File: config.mk
export PLATFORM = sky130hd
export DESIGN_NAME = wash_cycle_seq
export DESIGN_NICKNAME = d
export VERILOG_FILES = /design/src/rtl/wm_pkg.sv /design/src/rtl/sec_tick.sv /design/src/rtl/wash_cycle_seq.sv
export SDC_FILE = /design/constraint.sdc
export NUM_CORES = 1
export LEC_CHECK = 0
export ABC_AREA = 0
export CELL_PAD_IN_SITES_DETAIL_PLACEMENT = 2
export CELL_PAD_IN_SITES_GLOBAL_PLACEMENT = 2
export CORE_ASPECT_RATIO = 1.2
export CORE_MARGIN = 3
export CORE_UTILIZATION = 36
export CTS_CLUSTER_DIAMETER = 80
export DETAILED_ROUTE_END_ITERATION = 16
export GPL_TIMING_DRIVEN = 0
export PLACE_DENSITY = 0.8
export SETUP_SLACK_MARGIN = 0.4
export SYNTH_ARGS = -nofsm -noshare
export SYNTH_HDL_FRONTEND = slang
export SYNTH_SLANG_ARGS = --single-unit
export TNS_END_PERCENT = 1
File: constraint.sdc
create_clock -name CLK100MHZ -period 2.5 [get_ports CLK100MHZ]
set_input_delay 0.5 -clock CLK100MHZ [delete_from_list [all_inputs] [get_ports CLK100MHZ]]
set_output_delay 0.5 -clock CLK100MHZ [all_outputs]
set_load 0.005 [all_outputs]
File: src/rtl/wm_pkg.sv
// rtl/wm_pkg.sv - shared types and helpers for the wash cycle sequencer
// Holds the state encoding, latched mode codes, phase_led bit positions,
// the secs_left width and small decode helpers used by the sequencer.
package wm_pkg;

    // All phase durations must fit in this width (<= 255 s).
    localparam int SECS_W = 8;

    localparam int LED_FILL  = 0;
    localparam int LED_WASH  = 1;
    localparam int LED_RINSE = 2;
    localparam int LED_SPIN  = 3;
    localparam int LED_DRY   = 4;
    localparam int LED_ERR   = 5;

    typedef enum logic [2:0] {
        ST_IDLE,
        ST_FILL,
        ST_WASH,
        ST_RINSE,
        ST_SPIN,
        ST_DRY,
        ST_DONE,
        ST_ERR
    } state_t;

    typedef enum logic [2:0] {
        MODE_NONE,
        MODE_NORM,
        MODE_DELI,
        MODE_HEAVY,
        MODE_DRY
    } mode_t;

    // sel is SW[4:1]; dryer beats heavy beats delicate beats normal.
    function automatic mode_t decode_mode(input logic [4:1] sel);
        if (sel[4])      return MODE_DRY;
        else if (sel[3]) return MODE_HEAVY;
        else if (sel[2]) return MODE_DELI;
        else if (sel[1]) return MODE_NORM;
        else             return MODE_NONE;
    endfunction

    function automatic logic [5:0] phase_led_of(input state_t s);
        logic [5:0] led;
        led = '0;
        case (s)
            ST_FILL:  led[LED_FILL]  = 1'b1;
            ST_WASH:  led[LED_WASH]  = 1'b1;
            ST_RINSE: led[LED_RINSE] = 1'b1;
            ST_SPIN:  led[LED_SPIN]  = 1'b1;
            ST_DRY:   led[LED_DRY]   = 1'b1;
            ST_ERR:   led[LED_ERR]   = 1'b1;
            default:  led = '0;
        endcase
        return led;
    endfunction

    // Fixed programme order; every timed phase eventually lands in DONE.
    function automatic state_t phase_after(input state_t s);
        case (s)
            ST_FILL:  return ST_WASH;
            ST_WASH:  return ST_RINSE;
            ST_RINSE: return ST_SPIN;
            default:  return ST_DONE;
        endcase
    endfunction

endpackage

File: src/rtl/sec_tick.sv
// rtl/sec_tick.sv - one-second prescaler with clear and hold
// Ports: clk, rst (async active-high), clear (force count to 0, wins over
// hold), hold (freeze count, suppress tick), tick (one-cycle pulse on the
// last count of each TICK_DIV-cycle period).
module sec_tick #(
    parameter int TICK_DIV = 100000000
) (
    input  logic clk,
    input  logic rst,
    input  logic clear,
    input  logic hold,
    output logic tick
);

    localparam int CW = (TICK_DIV > 1) ? $clog2(TICK_DIV) : 1;
    localparam logic [CW-1:0] LAST = CW'(TICK_DIV - 1);

    logic [CW-1:0] cnt;

    assign tick = !clear && !hold && (cnt == LAST);

    always_ff @(posedge clk or posedge rst) begin
        if (rst) begin
            cnt <= '0;
        end else if (clear) begin
            cnt <= '0;
        end else if (!hold) begin
            if (cnt == LAST) begin
                cnt <= '0;
            end else begin
                cnt <= cnt + 1'b1;
            end
        end
    end

endmodule

File: src/rtl/wash_cycle_seq.sv
// rtl/wash_cycle_seq.sv - paid wash/dry programme sequencer
// Ports: CLK100MHZ clock; BTNC async active-high reset; count credit
// (0 none, 1 cold, >=2 hot); SW[0] pause, SW[4:1] mode select, SW[5] unused;
// bin one-cycle done pulse; busy (not IDLE); phase_led one-hot phase;
// secs_left seconds remaining in the current phase.
module wash_cycle_seq
    import wm_pkg::*;
#(
    parameter int TICK_DIV     = 100000000,
    parameter int FILL_S       = 5,
    parameter int WASH_NORM_S  = 20,
    parameter int WASH_DELI_S  = 10,
    parameter int WASH_HEAVY_S = 30,
    parameter int HOT_EXTRA_S  = 10,
    parameter int RINSE_S      = 10,
    parameter int SPIN_S       = 10,
    parameter int DRY_S        = 30
) (
    input  logic              CLK100MHZ,
    input  logic              BTNC,
    input  logic [3:0]        count,
    input  logic [5:0]        SW,
    output logic              bin,
    output logic              busy,
    output logic [5:0]        phase_led,
    output logic [SECS_W-1:0] secs_left
);

    state_t state;
    mode_t  mode;
    logic   hot;
    logic   armed;

    mode_t             start_mode;
    logic              start_hot;
    logic              start_err;
    state_t            enter_state;
    logic [SECS_W-1:0] enter_secs;
    logic              timed;
    logic              tick_clear;
    logic              tick;
    logic              unused_sw;

    assign unused_sw = SW[5];

    function automatic logic [SECS_W-1:0] phase_dur(input state_t s, input mode_t m, input logic h);
        int w;
        w = 0;
        case (s)
            ST_FILL:  w = FILL_S;
            ST_WASH: begin
                case (m)
                    MODE_NORM:  w = WASH_NORM_S;
                    MODE_DELI:  w = WASH_DELI_S;
                    MODE_HEAVY: w = WASH_HEAVY_S;
                    default:    w = 0;
                endcase
                if (h) begin
                    w = w + HOT_EXTRA_S;
                end
            end
            ST_RINSE: w = RINSE_S;
            ST_SPIN:  w = SPIN_S;
            ST_DRY:   w = DRY_S;
            default:  w = 0;
        endcase
        return w[SECS_W-1:0];
    endfunction

    // Zero-length phases are skipped, so walk forward to the first phase
    // that actually has time in it (or DONE).
    function automatic state_t first_live(input state_t s, input mode_t m, input logic h);
        state_t cur;
        cur = s;
        for (int i = 0; i < 4; i++) begin
            if (cur != ST_DONE && phase_dur(cur, m, h) == '0) begin
                cur = phase_after(cur);
            end
        end
        return cur;
    endfunction

    // From IDLE the target comes from the live switches/credit (about to be
    // latched); otherwise from the latched mode.
    always_comb begin
        start_mode = decode_mode(SW[4:1]);
        start_hot  = (count >= 4'd2);
        start_err  = (start_mode == MODE_NONE) || (start_mode == MODE_DRY && count == 4'd1);
        if (state == ST_IDLE) begin
            enter_state = first_live((start_mode == MODE_DRY) ? ST_DRY : ST_FILL, start_mode, start_hot);
            enter_secs  = phase_dur(enter_state, start_mode, start_hot);
        end else begin
            enter_state = first_live(phase_after(state), mode, hot);
            enter_secs  = phase_dur(enter_state, mode, hot);
        end
    end

    assign timed      = (state == ST_FILL) || (state == ST_WASH) || (state == ST_RINSE) ||
                        (state == ST_SPIN) || (state == ST_DRY);
    // Prescaler sits at 0 outside timed phases, so each phase entry starts
    // a fresh second; phase-to-phase hand-over happens on its wrap.
    assign tick_clear = !timed;

    sec_tick #(
        .TICK_DIV(TICK_DIV)
    ) u_sec_tick (
        .clk  (CLK100MHZ),
        .rst  (BTNC),
        .clear(tick_clear),
        .hold (SW[0]),
        .tick (tick)
    );

    always_ff @(posedge CLK100MHZ or posedge BTNC) begin
        if (BTNC) begin
            state     <= ST_IDLE;
            mode      <= MODE_NONE;
            hot       <= 1'b0;
            armed     <= 1'b1;
            bin       <= 1'b0;
            busy      <= 1'b0;
            phase_led <= '0;
            secs_left <= '0;
        end else begin
            bin <= 1'b0;
            case (state)
                ST_IDLE: begin
                    if (armed && count != 4'd0) begin
                        mode <= start_mode;
                        hot  <= start_hot;
                        busy <= 1'b1;
                        if (start_err) begin
                            state     <= ST_ERR;
                            phase_led <= phase_led_of(ST_ERR);
                            secs_left <= '0;
                        end else begin
                            state     <= enter_state;
                            phase_led <= phase_led_of(enter_state);
                            secs_left <= enter_secs;
                            bin       <= (enter_state == ST_DONE);
                        end
                    end else if (count == 4'd0) begin
                        armed <= 1'b1;
                    end
                end
                ST_FILL, ST_WASH, ST_RINSE, ST_SPIN, ST_DRY: begin
                    if (tick) begin
                        // The last second hands over instead of showing 0.
                        if (secs_left == 8'd1) begin
                            state     <= enter_state;
                            phase_led <= phase_led_of(enter_state);
                            secs_left <= enter_secs;
                            bin       <= (enter_state == ST_DONE);
                        end else begin
                            secs_left <= secs_left - 1'b1;
                        end
                    end
                end
                ST_DONE: begin
                    state     <= ST_IDLE;
                    busy      <= 1'b0;
                    phase_led <= '0;
                    secs_left <= '0;
                    // Credit must visibly drop to 0 before another run.
                    armed     <= 1'b0;
                end
                ST_ERR: begin
                    if (count == 4'd0) begin
                        state     <= ST_IDLE;
                        busy      <= 1'b0;
                        phase_led <= '0;
                        armed     <= 1'b1;
                    end
                end
                default: begin
                    state     <= ST_IDLE;
                    busy      <= 1'b0;
                    phase_led <= '0;
                    secs_left <= '0;
                end
            endcase
        end
    end

endmodule

* Yosys cells after proc, flatten, opt, wreduce, memory -nomap -nowiden
Index checks and enable logic that the tools add are counted.
** Word-level totals
- Bits in writable memories :: 0
- Output and inout bits :: 16
- Logic and storage cells :: 278
- Memory bits (read-only) :: 0
- Bits of input ports :: 12
- Register bits :: 51
- Memories kept :: 0
- Bits in latches :: 0
** Cells by class
- Divide/modulo/power cells :: 0
- Mux-type cells :: 120
- Shift-type cells :: 0
- Add/sub/neg operators :: 12
- Magnitude comparators :: 1
- Eq/ne operators :: 88
- $mul :: 0
- Reduce and logical (&&, ||, !) cells :: 48
- Bitwise logic cells :: 0
** Operator list (count)
- 8-bit two-way mux :: 43
- 8-bit one-hot mux with 4 select lines :: 10
- 3-bit equality test (second input constant) :: 29
- 3-bit by 2-bit equality test with 1-bit output (second input constant) :: 28
- 27-bit two-way mux :: 3
- 3-bit one-hot mux with 3 select lines :: 9
- 8-bit by 5-bit adder with 8-bit output (second input constant) :: 10
- 3-bit two-way mux :: 25
- 8-bit logical NOT :: 8
- 3-bit by 1-bit equality test with 1-bit output (second input constant) :: 14
- 6-bit two-way mux :: 5
- 5-bit one-hot mux with 3 select lines :: 2
- 27-bit by 1-bit adder with 27-bit output (second input constant) :: 1
- 27-bit equality test (second input constant) :: 1
- 3-bit inequality test (second input constant) :: 8
- 6-bit one-hot mux with 4 select lines :: 1
- 8-bit one-hot mux with 3 select lines :: 1
- 2-bit OR reduction :: 10
- 1-bit two-way mux :: 15
- 1-bit logical AND :: 12
- 3-bit one-hot mux with 4 select lines :: 1
- 2-bit inequality test (second input constant) :: 5
- 8-bit by 1-bit equality test with 1-bit output (second input constant) :: 1
- 8-bit by 1-bit subtractor with 8-bit output (second input constant) :: 1
- 16 further kinds :: 26

* Depth between registers and ports, before layout
- Depth after elaboration :: 60
- Gate-level depth with buffers :: 8
- Gate-level depth less buffers :: 8

* Modules after synthesis
From an unflattened synthesis, not the netlist that was laid out.
** Unflattened totals
- Cell total of the unflattened synthesis :: 355
- Area, all modules :: 3200.6 sq um
** By module, submodules not included
- wash_cycle_seq :: times used 1, sequential area each 601.8 sq um, cells each 180, area each 1627.8 sq um
- sec_tick :: times used 1, sequential area each 675.6 sq um, cells each 175, area each 1572.8 sq um

* Worst setup path before layout
OpenSTA, ideal clock, no wires.
- Path kind :: input -> register
- From :: input port count[0]
- To :: register secs_left[1]
- Setup slack :: 0.254 ns
- Setup time :: 0.125 ns
- Required time :: 2.375 ns
- Data arrival time :: 2.122 ns
- Stages :: 6
- Path buffers :: 1
- Path through :: or4_1 > clkbuf_1 > nand3_2 > o21ai_1 > nor2_2 > mux2_2
** On the way
- Word-level cells in the longest chain between the ends :: 39
- Elaborated cells on any way between the ends :: 74
- Classes of those cells :: order compare: 1; eq/ne: 25; mux: 31; reduce/logical: 17
** RTL lines
- start: declaration :: RTL line wash_cycle_seq.sv:21 : input logic [3:0] count,
- 4-bit by 2-bit >= comparator with 1-bit output :: RTL line wash_cycle_seq.sv:87 : start_hot = (count >= 4'd2);
- 8-bit two-way mux :: RTL line wash_cycle_seq.sv:58 : if (h) begin
- 8-bit one-hot mux with 4 select lines :: RTL line wash_cycle_seq.sv:49 : case (s)
- 8-bit two-way mux :: RTL line wash_cycle_seq.sv:89 : if (state == ST_IDLE) begin
- 8-bit logical NOT :: RTL line wash_cycle_seq.sv:76 : if (cur != ST_DONE && phase_dur(cur, m, h) == '0) begin
- 1-bit logical AND :: RTL line wash_cycle_seq.sv:76
- 3-bit two-way mux :: RTL line wash_cycle_seq.sv:76
- 3-bit two-way mux :: RTL line wash_cycle_seq.sv:89
- (+23 left out)
- 3-bit two-way mux :: RTL line wash_cycle_seq.sv:89
- 3-bit equality test or 3-bit by 2-bit equality test with 1-bit output (tied branches) :: RTL line wash_cycle_seq.sv:49
- 2-bit OR reduction (no source line)
- 8-bit one-hot mux with 4 select lines :: RTL line wash_cycle_seq.sv:49
- 8-bit two-way mux :: RTL line wash_cycle_seq.sv:89
- 8-bit two-way mux (on tied branches) :: RTL line wash_cycle_seq.sv:149, wash_cycle_seq.sv:132
- 8-bit two-way mux (on tied branches) :: RTL line wash_cycle_seq.sv:147, wash_cycle_seq.sv:128
- 8-bit one-hot mux with 3 select lines :: RTL line wash_cycle_seq.sv:126 : case (state)
- end signal: assignment :: RTL line wash_cycle_seq.sv:139 : secs_left <= enter_secs;
- end signal: assignment :: RTL line wash_cycle_seq.sv:152 : secs_left <= enter_secs;
- end signal: assignment :: RTL line wash_cycle_seq.sv:155 : secs_left <= secs_left - 1'b1;
- end: declaration :: RTL line wash_cycle_seq.sv:26 : output logic [SECS_W-1:0] secs_left
Parallel ways exist; a longest one is shown, timed or not. The select of a mux whose other input is x is not followed.
A chain may end at the register's enable or synchronous reset.

* Worst setup path in the final report
- From :: register u_sec_tick.cnt[9]
- To :: register state[0]
** On the way
- Word-level cells in the longest chain between the ends :: 4
** RTL lines
- start: declaration :: RTL line sec_tick.sv:18 : logic [CW-1:0] cnt;
- start signal: assignment :: RTL line sec_tick.sv:31 : cnt <= cnt + 1'b1;
- 27-bit equality test :: RTL line sec_tick.sv:20 : assign tick = !clear && !hold && (cnt == LAST);
- 1-bit logical AND :: RTL line sec_tick.sv:20
- 2-bit inequality test (no source line)
- 4-bit AND reduction (no source line)
- end signal: assignment :: RTL line wash_cycle_seq.sv:137 : state <= enter_state;
- end signal: assignment :: RTL line wash_cycle_seq.sv:150 : state <= enter_state;
- end: declaration :: RTL line wash_cycle_seq.sv:29 : state_t state;
Every way passes these cells.

==> summary.txt <==
Global route
  • Number of global-route vias before repair: 3,925
  • GRT Overall Usage: 26.77%
  • Initial antenna violation count: 0
  • Pin count of the biggest net entering global routing: 30
  • Gr ovfl total: 0
  • First-pass GRT wire length: 21,820 um

Worst setup path
  • Critical Path Max Stage Delay: 430 ps
  • Worst path arrival time: 2500 ps
  • R2r startpoint: u_sec_tick.cnt[9]$_DFFE_PP0P_
  • CP max FO: 5
  • Reg2Reg Depth: 7
  • CP bufs+invs: 2
  • R2r endpoint: state[0]$_DFFE_PP0P_
  • Flop2flop setup slack: 220 ps
  • Setup Crit Path Kind: flip-flop to flip-flop
  • Crit path max-delay family: simple AND/OR/NAND/NOR gates
  • Req. time, crit path: 2710 ps
  • CP cell instances: nor3_1 -> nand4_1 -> buf_4 -> or3_4 -> a21o_1 -> buf_6 -> mux2_4
  • CP Launch Type: flip-flop
  • CP endpoint kind: flip-flop
  • CP max stage cell: dfrtp_1

STA
  • Period minus WS final: 2281 ps
  • Clk_skew: 7.949 ps
  • Min Hold Slack: 506.8 ps
  • Max-slew headroom: 56.10%
  • Setup tns final: 0 ps
  • Final setup vio count: 0
  • Pins Over Slew Limit: 0
  • Period utilization: 91.25%
  • RSZ-0062 raised after global routing: yes
  • FMAX: 438.4 MHz
  • Slew @ Worst Pin: 649.9 ps
  • Final Hold Violating Endpoints: 0

Detailed routing
  • DRT Pass-1 Iters: 4
  • Residual DRC: 0
  • Drt wl/cell: 26.36 um
  • Final WL: 14,840 um
  • Via density: 6.425
  • Final ANT Viol Nets: 0
  • Routed vias: 3,617
  • Iter 0 DRT Violations: 179

Synth
  • Cell with the most instances after synthesis: dfrtp_1
  • Cell taking the most area after synthesis: dfrtp_1
  • FFs w/ async S/R, synth: 100.0%
  • Syn avg cell area: 8.848 um2
  • Dominant cells by area after synthesis: dfrtp_1 38%, a31oi_1 6.2%, nand2_1 3.7%, nand3b_1 2.7%, nand4_1 2.6%
  • EDFF count, synth: 0
  • Post-synthesis instance total: 375
  • Mapped Area: 0.003318 mm2
  • Seq cells post-synth: 51
  • Post-synth cell types: 68
  • Share of the synthesized area in the top cell type: 37.71%
  • Syn Nets: 392
  • Syn. warnings: 0
  • Seq/Total Area, Yosys: 38.50%
  • Predominant post-synthesis flop cell: dfrtp_1
  • Commonest cells post-synth: 50 x dfrtp_1, 33 x a31oi_1, 33 x nand2_1, 18 x inv_1, 16 x o21ai_0

Cells and area
  • Util after Layout: 49.80%
  • Layout area overhead: 32.01%
  • Fill count: 946
  • Share of layout cells above drive strength 1: 26.46%
  • Nets: 462
  • Number of diodes: 0
  • Multi-input gate area: 0.002088 mm2
  • Non-filler cells, final: 563
  • Register Area: 0.001286 mm2

Floorplanning
  • Starting Density: 37.72%
  • Ports: 28
  • DIE HEIGHT: 111.2 um
  • Core box area: 0.008796 mm2
  • Die ar.: 0.01041 mm2
  • Rows: 37
  • Die X-Extent: 93.64 um

Clock tree
  • TritonCTS clock tree: yes
  • CTS max path bufs: 2
  • Worst-Skew Late Latency: 330 ps
  • CTS Root Cell: clkbuf_8
  • Clock buffer count from CTS: 5
  • Clock slew at reported path FFs: 90 ps
  • CTS Sinks: 51
  • Hold Buf Count CTS: 0
  • # H-tree levels: 2

Worst hold path
  • Hold Path Stages: 1
  • End of the worst hold path: u_sec_tick.cnt[26]$_DFFE_PP0P_
  • Worst hold-check path type: flip-flop to flip-flop
  • Hold_sp: u_sec_tick.cnt[26]$_DFFE_PP0P_

Pwr
  • Power density cells: 395.6 mW/mm2
  • Total power: 0.001733 W
  • Leak pwr: 1.765 nW
  • Maximum VDD drop: 0.2612 mV

Flow run
  • Max Cap Viol: 0

Placement
  • Placed insts: 519
  • Hpwl dp: 8559 um
  • GP Congestion: 0.8086
  • Port Buf Inserts: 26

Outcome
  • Outcome: completed
-- power breakdown --
part           switching [W]  leakage [nW]  total [W]  internal [W]
combinational       0.000170          1.06   0.000298      0.000128
clock               0.000297        0.0515   0.000550      0.000254
sequential         0.0000270         0.650   0.000884      0.000857
-- worst max path at each step --
stage | slack (ps) | endpoint | cells past startpoint | start
after detailed placement | -500 | secs_left[1]$_DFFE_PP0P_ | 7 | count[0]
after global placement | -410 | secs_left[1]$_DFFE_PP0P_ | 7 | count[0]
final | 220 | state[0]$_DFFE_PP0P_ | 7 | u_sec_tick.cnt[9]$_DFFE_PP0P_
after floorplan | 330 | state[0]$_DFFE_PP0P_ | 6 | u_sec_tick.cnt[0]$_DFFE_PP0P_
after global routing | 120 | state[0]$_DFFE_PP0P_ | 7 | u_sec_tick.cnt[9]$_DFFE_PP0P_
after CTS | 350 | state[0]$_DFFE_PP0P_ | 6 | u_sec_tick.cnt[0]$_DFFE_PP0P_
-- logic make-up (layout without fill, tap and decap cells) --
group | count (synthesis) | after routing | synth area share [%]
mux | 6 | 6 | 2.036
simple gates | 164 | 164 | 28.77
buf+inv | 38 | 109 | 5.053
fa+ha+maj | 5 | 5 | 1.885
xor+xnor | 5 | 5 | 1.320
compound gates | 106 | 106 | 22.44
flops | 51 | 51 | 38.50
-- metrics by stage --
step                      worst slack [ps]  cell area (um2)
after floorplan                      329.1             3326
after global placement              -413.0             3732
after detailed placement            -502.9             3752
after CTS                            353.6             4173
after global routing                 123.2             4380
final                                218.8             4380
-- repair_timing --
| action | in CTS | in global routing |
|---|---|---|
| pin swaps | 9 | 6 |
| endpoints found under the setup margin | 45 | 45 |
| hold endpoints to repair | 0 | 0 |
| resized for setup | 49 | 34 |
| setup buffers | 23 | 12 |
| gates cloned | 1 | 0 |
-- registers in the layout, summed over array words and instances, names as in the netlist, 3 cells and up --
register and cells:
state 3, secs_left 8, mode 3, phase_led 6, u_sec_tick.cnt 27
-- placed cells by master, fill, tap and decap left out, types with 4 or more instances in the layout --
master and n:
a31oi_1 33, clkbuf_4 4, and4_1 5, clkbuf_2 8, clkbuf_8 8, a21oi_1 10, and2_1 11, ha_1 4
buf_6 4, nor2_4 4, inv_1 16, nor2_1 11, nand3_1 14, buf_4 33, nand4_1 14, o21ai_0 14
clkdlybuf4s50_1 21, nand2b_1 4, o2bb2ai_1 5, o22ai_1 8, nand3b_1 12, dfrtp_2 7, nor3_1 12, and3_1 8
nand2_1 32, dfrtp_1 43, clkbuf_1 4
-- cell type report --
cell class | instances | area share, %
Sequential cell | 51 | 29.36
Multi-Input combinational cell | 286 | 47.67
Inverter | 18 | 1.542
Timing Repair Buffer | 63 | 12.74
Buffer | 20 | 3.056
Tap cell | 117 | 3.342
Clock buffer | 8 | 2.285
-- layer usage --
metal	global-route usage, %	wire [um]	vias to the layer above
li1	-	-	1584
met1	30.28	5714	1873
met2	50.10	7966	121
met3	3.530	578	39
met4	9.634	581	0
met5	0	0	-
Note: power is estimated with default switching activity, not from simulation.
